[src/rtl/bp_update_queue.sv]
// rtl/bp_update_queue.sv - in-order branch record queue feeding gshare predictor updates
module bp_update_queue #(
    parameter int DEPTH = 8,
    parameter int IDX_W = 5
) (
    input  logic                       clk,
    input  logic                       rst_n,
    input  logic                       push_valid,
    output logic                       push_ready,
    input  logic [IDX_W-1:0]           push_idx,
    input  logic [1:0]                 push_sc,
    input  logic                       push_taken,
    input  logic                       resolve_valid,
    input  logic                       resolve_taken,
    input  logic                       flush,
    output logic                       upd_br_inst,
    output logic                       upd_br_taken,
    output logic [IDX_W-1:0]           upd_idx,
    output logic [1:0]                 upd_sc,
    output logic                       mispredict,
    output logic                       resolve_err,
    output logic [$clog2(DEPTH):0]     count
);

    localparam int PTR_W = $clog2(DEPTH);
    localparam int CNT_W = PTR_W + 1;

    logic [IDX_W-1:0] mem_idx   [DEPTH];
    logic [1:0]       mem_sc    [DEPTH];
    logic             mem_taken [DEPTH];

    logic [PTR_W-1:0] head;
    logic [PTR_W-1:0] tail;

    logic empty;
    logic full;
    logic do_pop;
    logic do_push;
    logic wrong_path;
    logic discard;

    assign empty      = (count == '0);
    assign full       = (count == CNT_W'(DEPTH));
    assign push_ready = !full;

    // A pop only happens with something to pop; a wrong prediction on it
    // kills every younger record, as does an external flush.
    assign do_pop     = resolve_valid && !empty;
    assign wrong_path = do_pop && (resolve_taken != mem_taken[head]);
    assign discard    = wrong_path || flush;
    assign do_push    = push_valid && push_ready && !discard;

    // Record storage; contents are don't-care after reset so it is left unreset.
    always_ff @(posedge clk) begin
        if (do_push) begin
            mem_idx[tail]   <= push_idx;
            mem_sc[tail]    <= push_sc;
            mem_taken[tail] <= push_taken;
        end
    end

    // Pointer and occupancy bookkeeping.
    always_ff @(posedge clk) begin
        if (!rst_n) begin
            head  <= '0;
            tail  <= '0;
            count <= '0;
        end else if (discard) begin
            // Nothing is pushed on a discard, so tail is already the new head.
            head  <= tail;
            count <= '0;
        end else begin
            if (do_pop) begin
                head <= head + PTR_W'(1);
            end
            if (do_push) begin
                tail <= tail + PTR_W'(1);
            end
            count <= count + CNT_W'(do_push) - CNT_W'(do_pop);
        end
    end

    // Registered update port and status pulses, valid for one cycle after a resolve.
    always_ff @(posedge clk) begin
        if (!rst_n) begin
            upd_br_inst  <= 1'b0;
            upd_br_taken <= 1'b0;
            upd_idx      <= '0;
            upd_sc       <= '0;
            mispredict   <= 1'b0;
            resolve_err  <= 1'b0;
        end else begin
            upd_br_inst  <= do_pop;
            upd_br_taken <= do_pop && resolve_taken;
            upd_idx      <= do_pop ? mem_idx[head] : '0;
            upd_sc       <= do_pop ? mem_sc[head]  : '0;
            mispredict   <= wrong_path;
            resolve_err  <= resolve_valid && empty;
        end
    end

endmodule

[config.mk]
export PLATFORM = sky130hd
export DESIGN_NAME = bp_update_queue
export DESIGN_NICKNAME = d
export VERILOG_FILES = /design/src/rtl/bp_update_queue.sv
export SDC_FILE = /design/constraint.sdc
export NUM_CORES = 1
export LEC_CHECK = 0
export ABC_AREA = 1
export BUFFER_PORTS_ARGS = -buffer_cell sky130_fd_sc_hd__clkbuf_2
export CAP_MARGIN = 20
export CORE_ASPECT_RATIO = 1.75
export CORE_MARGIN = 2
export CORE_UTILIZATION = 32
export DETAILED_ROUTE_END_ITERATION = 16
export GPL_TIMING_DRIVEN = 0
export SLEW_MARGIN = 20
export SYNTH_ARGS = -nofsm -noshare
export SYNTH_HDL_FRONTEND = slang
export SYNTH_SLANG_ARGS = --single-unit
export TNS_END_PERCENT = 20
[constraint.sdc]
create_clock -name clk -period 3.9 [get_ports clk]
set_clock_uncertainty 0.1 [all_clocks]
set_input_delay 0.585 -clock clk [delete_from_list [all_inputs] [get_ports clk]]
set_output_delay 0.585 -clock clk [all_outputs]
set_load 0.03 [all_outputs]
Yosys cells after proc, flatten, opt, wreduce, memory -nomap -nowiden

Memories as Yosys holds them, arrays and structs flattened. A register that Yosys moved wholly into a read port is not among the register bits.
Index checks and enable logic that the tools add are counted.
Widths: inputs -> output; s select.

Input port bits: 14
Logic and storage cells: 41
Bits in writable memories: 64
Output and inout bits: 16
Flip-flop bits (word level): 14
Memories kept: 3

Memory list:

| name      | words | width | rd ports | clocked after memory_dff | write ports | line | source |
|---|---|---|---|---|---|---|---|
| mem_idx   | 8     | 5     | 1        | 1                        | 1           | 28   | `logic [IDX_W-1:0] mem_idx [DEPTH];` |
| mem_sc    | 8     | 2     | 1        | 1                        | 1           | 29   | `logic [1:0] mem_sc [DEPTH];` |
| mem_taken | 8     | 1     | 1        | 1                        | 1           | 30   | `logic mem_taken [DEPTH];` |

Mux-type cells: 6
Eq/ne operators: 2
Bitwise logic cells: 2
Reduce and logical (&&, ||, !) cells: 17
$add $sub $neg: 4

Operator list:

| operator            | count |
|---|---|
| $mux 3              | 4 |
| $add 3x1->3 const B | 2 |
| $logic_and 1x1->1   | 6 |
| $logic_not 1->1     | 5 |
| $add 4x1->4         | 1 |
| $eq 4x4->1 const B  | 1 |
| $logic_not 4->1     | 1 |
| $reduce_and 2->1    | 2 |
| $sub 4x1->4         | 1 |
| $mux 1              | 2 |
| $not 1->1           | 2 |
| $reduce_bool 2->1   | 1 |
| $reduce_or 2->1     | 1 |
| $logic_or 1x1->1    | 1 |
| $ne 1x1->1          | 1 |

Longest topological paths before layout

Depth after elaboration: 9
Mapped depth: 15
Gate-level depth less buffers: 15

Worst setup path after synthesis

No wires, ideal clock.

Kind: reg2reg
From: register count[2]
To: register count[2]
Data required time: 3.683 ns
Path slack: 1.145 ns
Setup time: 0.117 ns
Stages on the path, launching flop included: 13
Period minus slack after synthesis: 2.755 ns
Arrival time: 2.538 ns
Buffers on the path: 0
Path through: dfxtp_1 > inv_1 > ha_1 > nand3_1 > and2_1 > nand3_4 > ha_1 > inv_1 > ha_1 > inv_1 > fa_1 > xor2_1 > nor2_1

Elaborated cells on any way between the ends: 13
Those cells by class: add/sub: 2; eq/ne: 1; reduce/logical: 10

RTL lines:

| element                         | line | source |
|---|---|---|
| from (decl)                     | 22   | `output logic [$clog2(DEPTH):0] count` |
| from (signal assigned)          | 79   | `count <= count + CNT_W'(do_push) - CNT_W'(do_pop);` |
| $eq 4x4->1                      | 43   | `assign full = (count == CNT_W'(DEPTH));` |
| $logic_not 1->1                 | 44   | `assign push_ready = !full;` |
| via push_ready                  | 9    | `output logic push_ready,` |
| $logic_and 1x1->1 (2 in series) | 51   | `assign do_push = push_valid && push_ready && !discard;` |
| $add 4x1->4                     | 79   |  |
| $sub 4x1->4                     | 79   |  |

The timed path passes the listed nets, and every way through them passes these cells.
A chain may end at the register's enable or synchronous reset.

Worst setup path in the final report

From: register count[2]
To: register count[2]

Cells in the longest elaborated chain, start to end: 9
Elaborated cells on any way between the ends: 13
Those cells by class: add/sub: 2; eq/ne: 1; reduce/logical: 10

RTL lines:

| element               | line | source |
|---|---|---|
| $logic_not 4->1 (*)   | 42   | `assign empty = (count == '0);` |
| $logic_not 1->1 (*)   | 48   | `assign do_pop = resolve_valid && !empty;` |
| $logic_and 1x1->1 (*) | 48   |  |
| via do_pop            | 37   | `logic do_pop;` |
| $logic_and 1x1->1     | 49   | `assign wrong_path = do_pop && (resolve_taken != mem_taken[head]);` |
| $logic_or 1x1->1      | 50   | `assign discard = wrong_path \|\| flush;` |
| $logic_not 1->1       | 51   |  |
| $logic_and 1x1->1     | 51   |  |
| $add 4x1->4           | 79   |  |
| $sub 4x1->4           | 79   |  |

The timed path passes the listed nets; every way through them passes the cells marked *.

==> impl_results.md <==
* Kind of start point of the critical path: register
* Count of boundary I/O pins at 30
* Post-synthesis instance area at 3560 µm²
* Count of hold buffers inserted by post-cts repair at 0
* Largest vdd supply drop at 0.310 mV
* Number of synthesized register bits at 88
* Leftover overflow at the end of global routing at 0
* Cell depth of the worst setup path at 14
* Detailed placer's ending HPWL at 5360 µm
* Cell breakdown of the critical path: inv_1 -> ha_1 -> nand3_1 -> nand2_1 -> inv_1 -> nand3_4 -> nand3_4 -> ha_1 -> inv_1 -> ha_1 -> inv_1 -> fa_1 -> xor2_1 -> nor2_1
* Average wire per cell in the routed design at 15.7 µm
* Floorplan Core Area at 11,000 µm²
* Gates resized, CTS repair at 0
* DIE AREA at 12,000 µm²
* Worst slack, placed at 1.31 ns
* Final design utilization at 38.1%
* Wire length of the first global-routing pass at 12,200 µm
* Worst-path fanout max at 9
* Avg Inst Size Synth at 11.4 µm²
* Cell at the root of the clock tree: sky130_fd_sc_hd__clkbuf_16
* Fin worst setup slack at 1.32 ns
* Antenna violations before repair at 0
* Combined global-route utilization of all metal layers at 13.6%
* Buffers added on ports at 29
* Chip Width at 83.7 µm
* Tightest Pin Transition at 1.03 ns
* Clk buf depth at 2
* Period utilisation layout at 66.1%
* Crit path time final at 2.58 ns
* Maximum number of pins on one net before global-route repair at 16
* Aggregate negative setup slack at 0 ns
* Clock latency on the worst-skew pair at 0.33 ns
* Dpl cell area at 3910 µm²
* Buf/Inv on CP at 4
* Slowest stage cell on the critical path: sky130_fd_sc_hd__fa_1
* CP top delay family: adder cells
* Warning count from the yosys run at 0
* Number of filler cells placed in the layout at 1,061
* Share of synthesized area occupied by flip-flops and latches at 67.5%
* Post-route standard cell area excluding fillers at 4190 µm²
* Worst hold-check path type: primary input to register
* ANT cells at 0
* CTS tree: done
* Total wire length after detailed routing at 7690 µm
* Number of design-rule violations left by the first detailed-router iteration at 170
* Net Count, Synth at 334
* Area growth, synth to finish at 17.5%
* Sequential cell area at 2400 µm²
* Gate Count Post-Synth at 311
* Worst relative slew slack at 31.0%
* Pwr Density at 552 nW/µm²
* Yosys cell types at 30
* Routability congestion estimate at 0.815
* Max Transition Viols Final at 0
* Combined area of the multi-input logic cells at 1020 µm²
* Leak at 0.00160 µW
* Remaining DRCs at 0
* Remaining antenna violation count after routing at 0
* Hold violation total from the final report at 0
* Maximum clock frequency at 388 MHz
* Total via count in the routed design at 2,370
* Setup repair bufs after CTS at 0
* Number of standard-cell rows in the floorplan at 51
* Die Ht at 144 µm
* Final setup violation count at 0
* Critical path type: register to register
* Post-synth top area cell: sky130_fd_sc_hd__edfxtp_1
* Drt via density at 4.83
* Most numerous cell on the critical path: sky130_fd_sc_hd__inv_1
* Fraction of layout cells with a size suffix above 1 at 20.6%
* Fraction of synthesized cell area taken by the top area cell type at 54.0%
* Vias in the first global route at 2,402
* H-Tree Level Count at 3
* Top area cells in the synthesized netlist: sky130_fd_sc_hd__edfxtp_1, sky130_fd_sc_hd__dfxtp_1, sky130_fd_sc_hd__nor2_1, sky130_fd_sc_hd__o21ai_0, sky130_fd_sc_hd__inv_1
* # Max-Cap Violations at 0
* Sort of element at the end of the critical path: register
* RSZ-0062 raised after global routing: no
* Maximum cell stage delay along the critical path at 0.37 ns
* Depth of the worst register-to-register path at 14
* Initial cell density of the core at 32.4%
* CP Data Required Time at 4.02 ns
* Worst hold margin at 0.365 ns
* Number of buffers inserted during clock tree synthesis at 9
* Run status: complete, no violations
* Clock Pin Slew Worst Setup and Hold Paths at 0.06 ns
* CP Data Arrival Time at 2.70 ns
* Count of clock tree sinks at 88
* Number of detailed-routing iterations run before antenna repair at 4
* Count of cells along the worst hold path at 3
* Nets at 377
## where the power goes
group / switching, µW / leakage (µW) / internal [µW]
registers: 33.9 / 0.000774 / 1060
clock network: 343 / 0.000129 / 430
logic: 305 / 0.000693 / 143
## layer usage
layer,part of all wire [%],GRT usage [%]
met4,2.9,8.23
met5,0,0
met1,39,13.9
met3,3.7,3.10
met2,54,24.9
## per-stage QoR
step | total power, µW | cells
after floorplan | 1420 | 311
after global placement | 1540 | 472
after detailed placement | 1560 | 475
after CTS | 2340 | 491
after global routing | 2440 | 491
final | 2310 | 491
## worst min-delay path, cell delays in order
cell and delay [ns]:
sky130_fd_sc_hd__clkbuf_2 0.09, sky130_fd_sc_hd__nand2_1 0.05, sky130_fd_sc_hd__nor2_1 0.04
## state kept, by name (all words and copies together), names as in the netlist, named ones only
signal	cells
count	4
upd_idx	5
upd_sc	2
upd_br_inst	1
mispredict	1
mem_sc	16
upd_br_taken	1
mem_taken	8
head	3
mem_idx	40
resolve_err	1
tail	3
## final cells by class
| type | count | area share [%] |
|---|---|---|
| repair buffers | 32 | 4.01 |
| flip-flops and latches | 88 | 57.4 |
| clock buffers | 9 | 5.38 |
| plain buffers | 9 | 0.987 |
| clock inverters | 7 | 1.11 |
| inverters | 32 | 2.87 |
| well taps | 132 | 3.95 |
| multi-input cells | 182 | 24.3 |
## cells by family after synthesis
logic type	synth area share, %
compound gates	8.61
xor+xnor	0.738
fa+ha+maj	3.37
buf+inv	4.53
flops	67.5
simple gates	15.3
## worst paths after layout
check                 from          end  slack, ns
max reg2reg       count[2]     count[2]       1.32
max               count[2]     count[2]       1.32
min          resolve_valid  resolve_err       0.37
min reg2reg        tail[2]      tail[2]       0.43
## placed cells by master (no fill, tap or decap), types with 2 or more instances in the layout
| master | count |
|---|---|
| sky130_fd_sc_hd__inv_1 | 30 |
| sky130_fd_sc_hd__clkinv_1 | 2 |
| sky130_fd_sc_hd__clkbuf_2 | 29 |
| sky130_fd_sc_hd__nand3_4 | 3 |
| sky130_fd_sc_hd__nand3_1 | 10 |
| sky130_fd_sc_hd__clkbuf_1 | 3 |
| sky130_fd_sc_hd__xor2_1 | 2 |
| sky130_fd_sc_hd__nand2_2 | 5 |
| sky130_fd_sc_hd__a31oi_1 | 7 |
| sky130_fd_sc_hd__edfxtp_1 | 64 |
| sky130_fd_sc_hd__nand2_1 | 26 |
| sky130_fd_sc_hd__nor2_1 | 55 |
| sky130_fd_sc_hd__dfxtp_1 | 24 |
| sky130_fd_sc_hd__a21oi_1 | 4 |
| sky130_fd_sc_hd__clkinvlp_4 | 2 |
| sky130_fd_sc_hd__buf_4 | 3 |
| sky130_fd_sc_hd__o22ai_1 | 7 |
| sky130_fd_sc_hd__buf_2 | 6 |
| sky130_fd_sc_hd__clkbuf_16 | 9 |
| sky130_fd_sc_hd__ha_1 | 8 |
| sky130_fd_sc_hd__clkinv_2 | 2 |
| sky130_fd_sc_hd__nand3_2 | 3 |
| sky130_fd_sc_hd__o21ai_0 | 38 |
| sky130_fd_sc_hd__nor3_2 | 4 |
## synthesized netlist by cell type
library cell	number
sky130_fd_sc_hd__nand4_2	1
sky130_fd_sc_hd__edfxtp_1	64
sky130_fd_sc_hd__nand3b_1	1
sky130_fd_sc_hd__xor2_1	2
sky130_fd_sc_hd__a21oi_1	4
sky130_fd_sc_hd__or2_2	1
sky130_fd_sc_hd__nand3_1	10
sky130_fd_sc_hd__o21ai_0	38
sky130_fd_sc_hd__nand2_1	26
sky130_fd_sc_hd__and2_1	1
sky130_fd_sc_hd__clkbuf_1	3
sky130_fd_sc_hd__a31oi_1	7
sky130_fd_sc_hd__xnor2_1	1
sky130_fd_sc_hd__nand2_4	1
sky130_fd_sc_hd__nand4_1	1
sky130_fd_sc_hd__ha_1	8
sky130_fd_sc_hd__o22ai_1	7
sky130_fd_sc_hd__clkinv_1	1
sky130_fd_sc_hd__dfxtp_1	24
sky130_fd_sc_hd__inv_2	1
sky130_fd_sc_hd__nand3_4	3
sky130_fd_sc_hd__nor3_1	4
sky130_fd_sc_hd__a21oi_2	1
sky130_fd_sc_hd__nand2_2	5
sky130_fd_sc_hd__nand3_2	3
sky130_fd_sc_hd__buf_2	6
sky130_fd_sc_hd__nor2_1	55
sky130_fd_sc_hd__fa_1	1
sky130_fd_sc_hd__nor2_2	1
sky130_fd_sc_hd__inv_1	30
Note: power is estimated with default switching activity, not from simulation.
